`config.mk`:
```
export PLATFORM = sky130hd
export DESIGN_NAME = mult_div_unit
export DESIGN_NICKNAME = d
export VERILOG_FILES = /design/src/rtl/mdu_pkg.sv /design/src/rtl/mdu_step.sv /design/src/rtl/mult_div_unit.sv
export SDC_FILE = /design/constraint.sdc
export NUM_CORES = 1
export LEC_CHECK = 0
export CORE_UTILIZATION = 49
export CTS_CLUSTER_SIZE = 10
export DETAILED_ROUTE_END_ITERATION = 12
export MAX_ROUTING_LAYER = met4
export PLACE_DENSITY_LB_ADDON = 0.3
export SYNTH_ARGS = -nofsm -noshare
export SYNTH_HDL_FRONTEND = slang
export SYNTH_SLANG_ARGS = --single-unit
export TNS_END_PERCENT = 5
```
`constraint.sdc`:
```
create_clock -name clk -period 6.01 [get_ports clk]
set_input_delay 0.601 -clock clk [delete_from_list [all_inputs] [get_ports clk]]
set_output_delay 0.601 -clock clk [all_outputs]
set_load 0.05 [all_outputs]
```
`src/rtl/mdu_pkg.sv`:
```
// Shared definitions for the multiply/divide unit: op encodings, FSM states, width.
package mdu_pkg;

  localparam int MDU_WIDTH = 32;

  localparam logic [1:0] OP_MULT  = 2'b00;
  localparam logic [1:0] OP_MULTU = 2'b01;
  localparam logic [1:0] OP_DIV   = 2'b10;
  localparam logic [1:0] OP_DIVU  = 2'b11;

  typedef enum logic [1:0] {
    IDLE = 2'b00,
    MUL  = 2'b01,
    DIV  = 2'b10,
    FIN  = 2'b11
  } mdu_state_e;

endpackage

```
`src/rtl/mdu_step.sv`:
```
// One iteration of the unsigned datapath: shift-add multiply or restoring divide
// on a {upper, lower} double-width accumulator.
module mdu_step #(
  parameter int WIDTH = 32
) (
  input  logic [2*WIDTH-1:0] acc_in,
  input  logic [WIDTH-1:0]   operand,
  input  logic               is_div,
  output logic [2*WIDTH-1:0] acc_out
);

  logic [WIDTH:0] mul_sum;
  logic [WIDTH:0] rem_sh;
  logic [WIDTH:0] trial;

  // Multiply: the multiplier sits in the lower half and is consumed LSB first.
  // Divide: the lower half holds the dividend being shifted out and the
  // quotient bits being shifted in; the shifted remainder needs WIDTH+1 bits.
  always_comb begin
    mul_sum = {1'b0, acc_in[2*WIDTH-1:WIDTH]} + (acc_in[0] ? {1'b0, operand} : '0);
    rem_sh  = {acc_in[2*WIDTH-1:WIDTH], acc_in[WIDTH-1]};
    trial   = rem_sh - {1'b0, operand};
    acc_out = {mul_sum, acc_in[WIDTH-1:1]};
    if (is_div) begin
      if (!trial[WIDTH]) acc_out = {trial[WIDTH-1:0], acc_in[WIDTH-2:0], 1'b1};
      else               acc_out = {rem_sh[WIDTH-1:0], acc_in[WIDTH-2:0], 1'b0};
    end
  end

endmodule

```
`src/rtl/mult_div_unit.sv`:
```
// Iterative MULT/MULTU/DIV/DIVU unit holding the architectural HI/LO registers.
module mult_div_unit
  import mdu_pkg::*;
#(
  parameter int WIDTH = MDU_WIDTH
) (
  input  logic             clk,
  input  logic             reset,
  input  logic             start,
  input  logic [1:0]       op,
  input  logic [WIDTH-1:0] srca,
  input  logic [WIDTH-1:0] srcb,
  input  logic             mthi,
  input  logic             mtlo,
  output logic             busy,
  output logic             done,
  output logic [WIDTH-1:0] hi,
  output logic [WIDTH-1:0] lo
);

  localparam int CW = $clog2(WIDTH);

  // Handshake: start is taken only while busy=0; busy then stays high until
  // the result is written, and done pulses for one cycle with HI/LO valid.
  mdu_state_e state, state_nxt;

  logic [CW-1:0]      count;
  logic [2*WIDTH-1:0] acc, acc_nxt, prod;
  logic [WIDTH-1:0]   opb, a_mag, b_mag, quot, rem, hi_res, lo_res;
  logic               neg_res, neg_rem, dz, div_op, is_signed, last_step;

  assign is_signed = ~op[0];
  assign a_mag     = (is_signed && srca[WIDTH-1]) ? -srca : srca;
  assign b_mag     = (is_signed && srcb[WIDTH-1]) ? -srcb : srcb;
  assign last_step = (count == CW'(WIDTH - 1));

  mdu_step #(.WIDTH(WIDTH)) u_step (
    .acc_in (acc),
    .operand(opb),
    .is_div (state == DIV),
    .acc_out(acc_nxt)
  );

  always_ff @(posedge clk or negedge reset) begin
    if (!reset) state <= IDLE;
    else        state <= state_nxt;
  end

  always_comb begin
    state_nxt = state;
    case (state)
      IDLE:     if (start) state_nxt = op[1] ? DIV : MUL;
      MUL, DIV: if (last_step) state_nxt = FIN;
      FIN:      state_nxt = IDLE;
      default:  state_nxt = IDLE;
    endcase
  end

  always_comb begin
    busy = (state != IDLE);
  end

  // Sign fixup from magnitudes; a zero divisor leaves the dividend as remainder.
  always_comb begin
    prod   = neg_res ? -acc : acc;
    quot   = neg_res ? -acc[WIDTH-1:0] : acc[WIDTH-1:0];
    rem    = neg_rem ? -acc[2*WIDTH-1:WIDTH] : acc[2*WIDTH-1:WIDTH];
    hi_res = prod[2*WIDTH-1:WIDTH];
    lo_res = prod[WIDTH-1:0];
    if (div_op) begin
      hi_res = rem;
      lo_res = dz ? '1 : quot;
    end
  end

  always_ff @(posedge clk or negedge reset) begin
    if (!reset) begin
      count   <= '0;
      acc     <= '0;
      opb     <= '0;
      neg_res <= 1'b0;
      neg_rem <= 1'b0;
      dz      <= 1'b0;
      div_op  <= 1'b0;
      done    <= 1'b0;
      hi      <= '0;
      lo      <= '0;
    end else begin
      done <= (state == FIN);
      case (state)
        IDLE: begin
          if (start) begin
            count   <= '0;
            acc     <= {{WIDTH{1'b0}}, a_mag};
            opb     <= b_mag;
            neg_res <= is_signed & (srca[WIDTH-1] ^ srcb[WIDTH-1]);
            neg_rem <= is_signed & srca[WIDTH-1];
            dz      <= op[1] & (srcb == '0);
            div_op  <= op[1];
          end else begin
            if (mthi) hi <= srca;
            if (mtlo) lo <= srca;
          end
        end
        MUL, DIV: begin
          acc   <= acc_nxt;
          count <= count + 1'b1;
        end
        FIN: begin
          hi <= hi_res;
          lo <= lo_res;
        end
        default: ;
      endcase
    end
  end

endmodule

```
== After elaboration in Yosys (flattened, before gate mapping) ==
Cells that the tools add are included.

* Add/subtract/negate cells: 8
* Multipliers: 0
* Divide/modulo/power cells: 0
* $lt $le $gt $ge: 0
* Equal/unequal tests: 9
* Shifts and indexed selects: 0
* Muxes and demuxes: 25
* Bitwise gates (word level): 5
* Reduce and logical (&&, ||, !) cells: 13

{| class="wikitable"
|+ Operators with widths
! cell !! count
|-
| 2-to-1 mux 32 bit || 12
|-
| 2-to-1 mux 64 bit || 4
|-
| negation 32 bit || 4
|-
| case mux 32 bit (2 select lines) || 2
|-
| case mux 64 bit (2 select lines) || 1
|-
| negation 64 bit || 1
|-
| adder 32 x 33 -> 33 bit || 1
|-
| subtractor 33 x 32 -> 33 bit || 1
|-
| logical NOT 32 bit || 1
|-
| inequality test 2 bit, second input constant || 5
|-
| case mux 5 bit (2 select lines) || 1
|-
| 2-to-1 mux 2 bit || 3
|-
| case mux 2 bit (3 select lines) || 1
|-
| AND reduction 2 bit || 3
|-
| AND reduction 3 bit || 2
|-
| nonzero test 2 bit || 3
|-
| adder 5 x 1 -> 5 bit, second input constant || 1
|-
| equality test 5 bit, second input constant || 1
|-
| 2-to-1 mux 5 bit || 1
|-
| equality test 2 bit, second input constant || 2
|-
| AND 1 bit || 3
|-
| equality test 2 x 1 -> 1 bit, second input constant || 1
|-
| logical AND 1 bit || 2
|-
| logical NOT 2 bit || 1
|-
| other kinds (3) || 3
|}

* Flip-flop bits (word level): 172
* Latch bits: 0
* Memory bits (writable): 0
* Memory bits (read-only): 0
* Input bits: 71
* Output and inout bits: 66
* Word-level logic and storage cells: 71
* Memories kept: 0

== Logic depth before layout (Yosys ltp) ==
* Word-level depth: 5
* Mapped depth: 15
* Gate-level depth less buffers: 13

== Hierarchy ==
Synthesis repeated with hierarchy kept, for this count alone.

* Cell total of the unflattened synthesis: 1900
* Area, all modules: 15212.1 um^2

{| class="wikitable"
|+ Modules (own cells, without submodules)
! module !! instances !! cells an instance !! area each (um^2) !! seq. area each (um^2)
|-
| mult_div_unit || 1 || 1212 || 10391.2 || 4304.1
|-
| mdu_step || 1 || 688 || 4820.9 || 0.0
|}

== Worst setup path before layout ==
OpenSTA, ideal clock, no wires.

* Kind: input to register
* Start point: input srcb[8]
* End point: register opb[30]
* Library setup time: 0.132 ns
* Arrival: 2.786 ns
* Data required time: 5.878 ns
* Slack: 3.092 ns
* Cell stages on the path: 9
* Path buffers: 0
* Cell sequence: or4_4 or3_4 nor4_4 nand2_2 or4_4 nand2b_4 o31ai_4 xor2_1 o21ai_1

* Longest elaborated chain between the ends: 2

{| class="wikitable"
|+ Ends and longest elaborated chain
! item !! RTL line !! source
|-
| from (decl) || mult_div_unit.sv:12 || <nowiki>input logic [WIDTH-1:0] srcb,</nowiki>
|-
| negation 32 bit || mult_div_unit.sv:34 || <nowiki>assign b_mag = (is_signed && srcb[WIDTH-1]) ? -srcb : srcb;</nowiki>
|-
| 2-to-1 mux 32 bit || mult_div_unit.sv:34 ||
|-
| to (signal assigned) || mult_div_unit.sv:95 || <nowiki>opb <= b_mag;</nowiki>
|-
| to (decl) || mult_div_unit.sv:29 || <nowiki>logic [WIDTH-1:0] opb, a_mag, b_mag, quot, rem, hi_res, lo_res;</nowiki>
|}

Every way passes these cells.
A chain may end at the register's enable or synchronous reset.

== Final worst setup path ==
* Start point: register acc[52]
* End point: register acc[35]

* Longest elaborated chain between the ends: 4

{| class="wikitable"
|+ Ends and longest elaborated chain
! item !! RTL line !! source
|-
| from (decl) || mult_div_unit.sv:28 || <nowiki>logic [2*WIDTH-1:0] acc, acc_nxt, prod;</nowiki>
|-
| from (signal assigned) || mult_div_unit.sv:94 || <nowiki>acc <= {{WIDTH{1'b0}}, a_mag};</nowiki>
|-
| from (signal assigned) || mult_div_unit.sv:106 || <nowiki>acc <= acc_nxt;</nowiki>
|-
| subtractor 33 x 32 -> 33 bit || mdu_step.sv:22 || <nowiki>trial = rem_sh - {1'b0, operand};</nowiki>
|-
| 2-to-1 mux 64 bit || mdu_step.sv:25 || <nowiki>if (!trial[WIDTH]) acc_out = {trial[WIDTH-1:0], acc_in[WIDTH-2:0], 1'b1};</nowiki>
|-
| 2-to-1 mux 64 bit || mdu_step.sv:24 || <nowiki>if (is_div) begin</nowiki>
|-
| case mux 64 bit (2 select lines) || mult_div_unit.sv:90 || <nowiki>case (state)</nowiki>
|}

Every way passes these cells.

==> results.tsv <==
metric	value	unit
place.gp.congestion	0.9880	
switching_power	0.006006	W
drt_iter0_markers	1288	
path_max_fanout	27	
reg2regPathDepth	11	
endpoint	acc[35]	
root_buffer	clkbuf_16	
clock_latency	440	ps
regToRegStartpoint	acc[52]	
synthAdderAreaFrac	6.666	%
rows	62	
syn_area	0.01430	sq mm
die-area	0.02988	sq mm
syn_to_final_growth	15.31	%
seqPwrFrac	21.7	%
io_pins	137	
fin_crit_sh	66.21	%
synth_top_family_by_area	compound AO/OA/AOI/OAI gates	
post_cts_buffers	0	
grt_overflow	0	
htreeDepth	4	
synth_compound_area_share	24.40	%
cts_tree	built	
async_flop_share	100.0	%
vias	13710	
core_area	0.02870	sq mm
yosys-mux-area-fraction	5.581	%
final_net_count	2015	
synth_edf_count	0	
detail_route.wl_per_cell	19.37	um
synth_flop_cell	dfrtp_1	
cp-end-kind	flop	
cts_hold_buffers	0	
grt_max_degree	76	
grt_pass1_vias	12830	
use_met1	42.51	%
use_met2	45.11	%
tns	0	ps
swShare	53.85	%
yosysWarnings	0	
drc	0	
slew_violations	0	
ir_drop	0.3172	mV
layout_common_cells	nand2_1 (245), o21ai_0 (227), dfrtp_1 (172)	
fp.dieH	172.8	um
grt_pass1_wl	70480	um
post_cts_resized	0	
synthCells	1803	
dp_hpwl	33460	um
intPower	0.005147	W
vias_per_cell	6.049	
worstPathArrival	4310	ps
ys_seq_elements	172	
rrSetupSlack	2030	ps
antenna_found_initial	0	
cap_violations	0	
finalSetupViolCount	0	
crit_start	acc[52]	
grt_usage	30.27	%
use_met3	4.595	%
outcome	finished, final reports clean	
placedCellCount	2234	
die_w	172.8	um
clockBufferDepth	2	
grt_busiest_layer	met2	
avgSynthCellArea	7.933	sq um
worst_hold_path_type	in2async	
start_util	49.83	%
portBuffers	136	
clock_sinks	172	
synthesis.nets	1949	
fin_crit	3979	ps
slew_headroom	16.31	%
skew	21.96	ps
rsz0062_at_grt	no	
p_per_area	676.3	mW/mm^2
final_hold_viol_count	0	
synth_cell_type_count	70	
critPathLaunchType	flop	
pwr-share-clk	10.2	%
postRouteAntennaNets	0	
tightestPinTransition	1253	ps
n_antenna_cell	0	
final_cells	2266	
ys_seq_area_share	30.09	%
routed_wl	43900	um
path_class	reg2reg	
layout_commonest_cell	nand2_1	
power_frac_comb	68.1	%
firstDrtPassIters	6	
fmax	251.3	MHz
r2r_end	acc[35]	
required	6340	ps
synthXorXnorAreaFrac	10.52	%
drive_gt1_share	4.410	%
clk_pin_slew_worst_paths	80	ps
synth_simple_gate_area_share	18.38	%
p_leak	7.030	nW
cts_inserted_buffers	17	
==> cell usage after synthesis (all sizes together) (3+ instances only) <==
master	number	area share, %
a2111oi	3	0.18
a211oi	9	0.47
a21o	33	1.7
a21oi	129	4.5
a22o	5	0.31
a22oi	17	0.89
a311oi	4	0.24
a31oi	16	0.70
and2	12	0.52
and3	13	0.57
buf	17	0.50
clkbuf	87	2.3
dfrtp	172	30
ha	73	6.4
inv	60	1.6
mux2	6	0.47
mux2i	73	5.1
nand2	247	6.5
nand2b	23	1.1
nand3	18	0.63
nand3b	4	0.21
nand4	10	0.44
nor2	130	3.4
nor2b	11	0.48
nor3	29	1.0
nor3b	4	0.21
nor4	15	1.0
nor4b	4	0.29
o2111ai	3	0.18
o211ai	14	0.73
o21a	7	0.37
o21ai	238	8.3
o21bai	5	0.26
o221ai	8	0.49
o22ai	33	1.4
o31ai	30	1.7
o41ai	9	0.60
or2	5	0.22
or3	15	0.73
or4	16	0.92
xnor2	92	5.7
xor2	79	4.8
==> per-stage QoR <==
step	hold slack, ps	instance area (sq um)	power [W]	setup slack (ps)	utilization, %
6_report	146.2	16490	0.01115	2031	57.46
5_1_grt	219.1	16490	0.01200	1717	57.46
4_1_cts	207.9	16490	0.01104	2056	57.46
3_5_place_dp	469.1	15910	0.009886	2102	55.42
3_3_place_gp	461.5	15910	0.009771	2083	55.42
2_1_floorplan	305.4	14300	0.007819	3092	-
==> layer usage <==
layer | part of all wire, % | wire [um]
met5 | 0 | 0
met4 | 2.3 | 1013
met3 | 7.9 | 3450
met2 | 44 | 19300
met1 | 46 | 20130
==> state kept, by name, indices dropped and copies added (netlist names) <==
name and count:
acc 64, done 1, div_op 1, dz 1
state 2, lo 32, opb 32, hi 32
count 5, neg_res 1, neg_rem 1
==> worst min path at each step <==
| stage | start | to | slack, ps | cells after the start |
|---|---|---|---|---|
| after CTS | reset | lo[12] | 210 | 1 |
| after detailed placement | lo[18] | lo[18] | 470 | 2 |
| after global routing | reset | lo[12] | 220 | 1 |
| final | reset | lo[12] | 150 | 1 |
| after floorplan | reset | acc[0] | 310 | 0 |
| after global placement | lo[14] | lo[14] | 460 | 2 |
==> layout make-up <==
| type | count | area [sq um] |
|---|---|---|
| Multi-Input combinational cell | 1467 | 9423 |
| Clock buffer | 18 | 429.2 |
| Timing Repair Buffer | 151 | 1475 |
| Clock inverter | 14 | 155.1 |
| Fill cell | 2686 | 12210 |
| Inverter | 60 | 225.2 |
| Tap cell | 384 | 480.5 |
| Sequential cell | 172 | 4304 |
==> kinds of logic after synthesis <==
group / Yosys count
mux: 79
simple gates: 559
xor+xnor: 171
compound gates: 583
buf+inv: 164
flops: 172
fa+ha+maj: 75
==> worst max-delay path, stage by stage, from the launching register on <==
cell,delay [ps]
dfrtp_1,510
ha_1,500
a21oi_1,150
o21ai_0,440
a22oi_1,190
a211oi_1,330
a21oi_1,170
xnor2_4,600
buf_4,470
mux2i_1,230
a21oi_1,80
a21o_1,180
==> power groups by stage <==
stage	clock network, W	registers, W	logic (W)
floorplan	0	0.00287	0.00495
global placement	0	0.00239	0.00738
detailed placement	0	0.00242	0.00746
CTS	0.00114	0.00240	0.00750
global route	0.00119	0.00250	0.00831
finish	0.00114	0.00242	0.00760
Note: power is estimated with default switching activity, not from simulation.
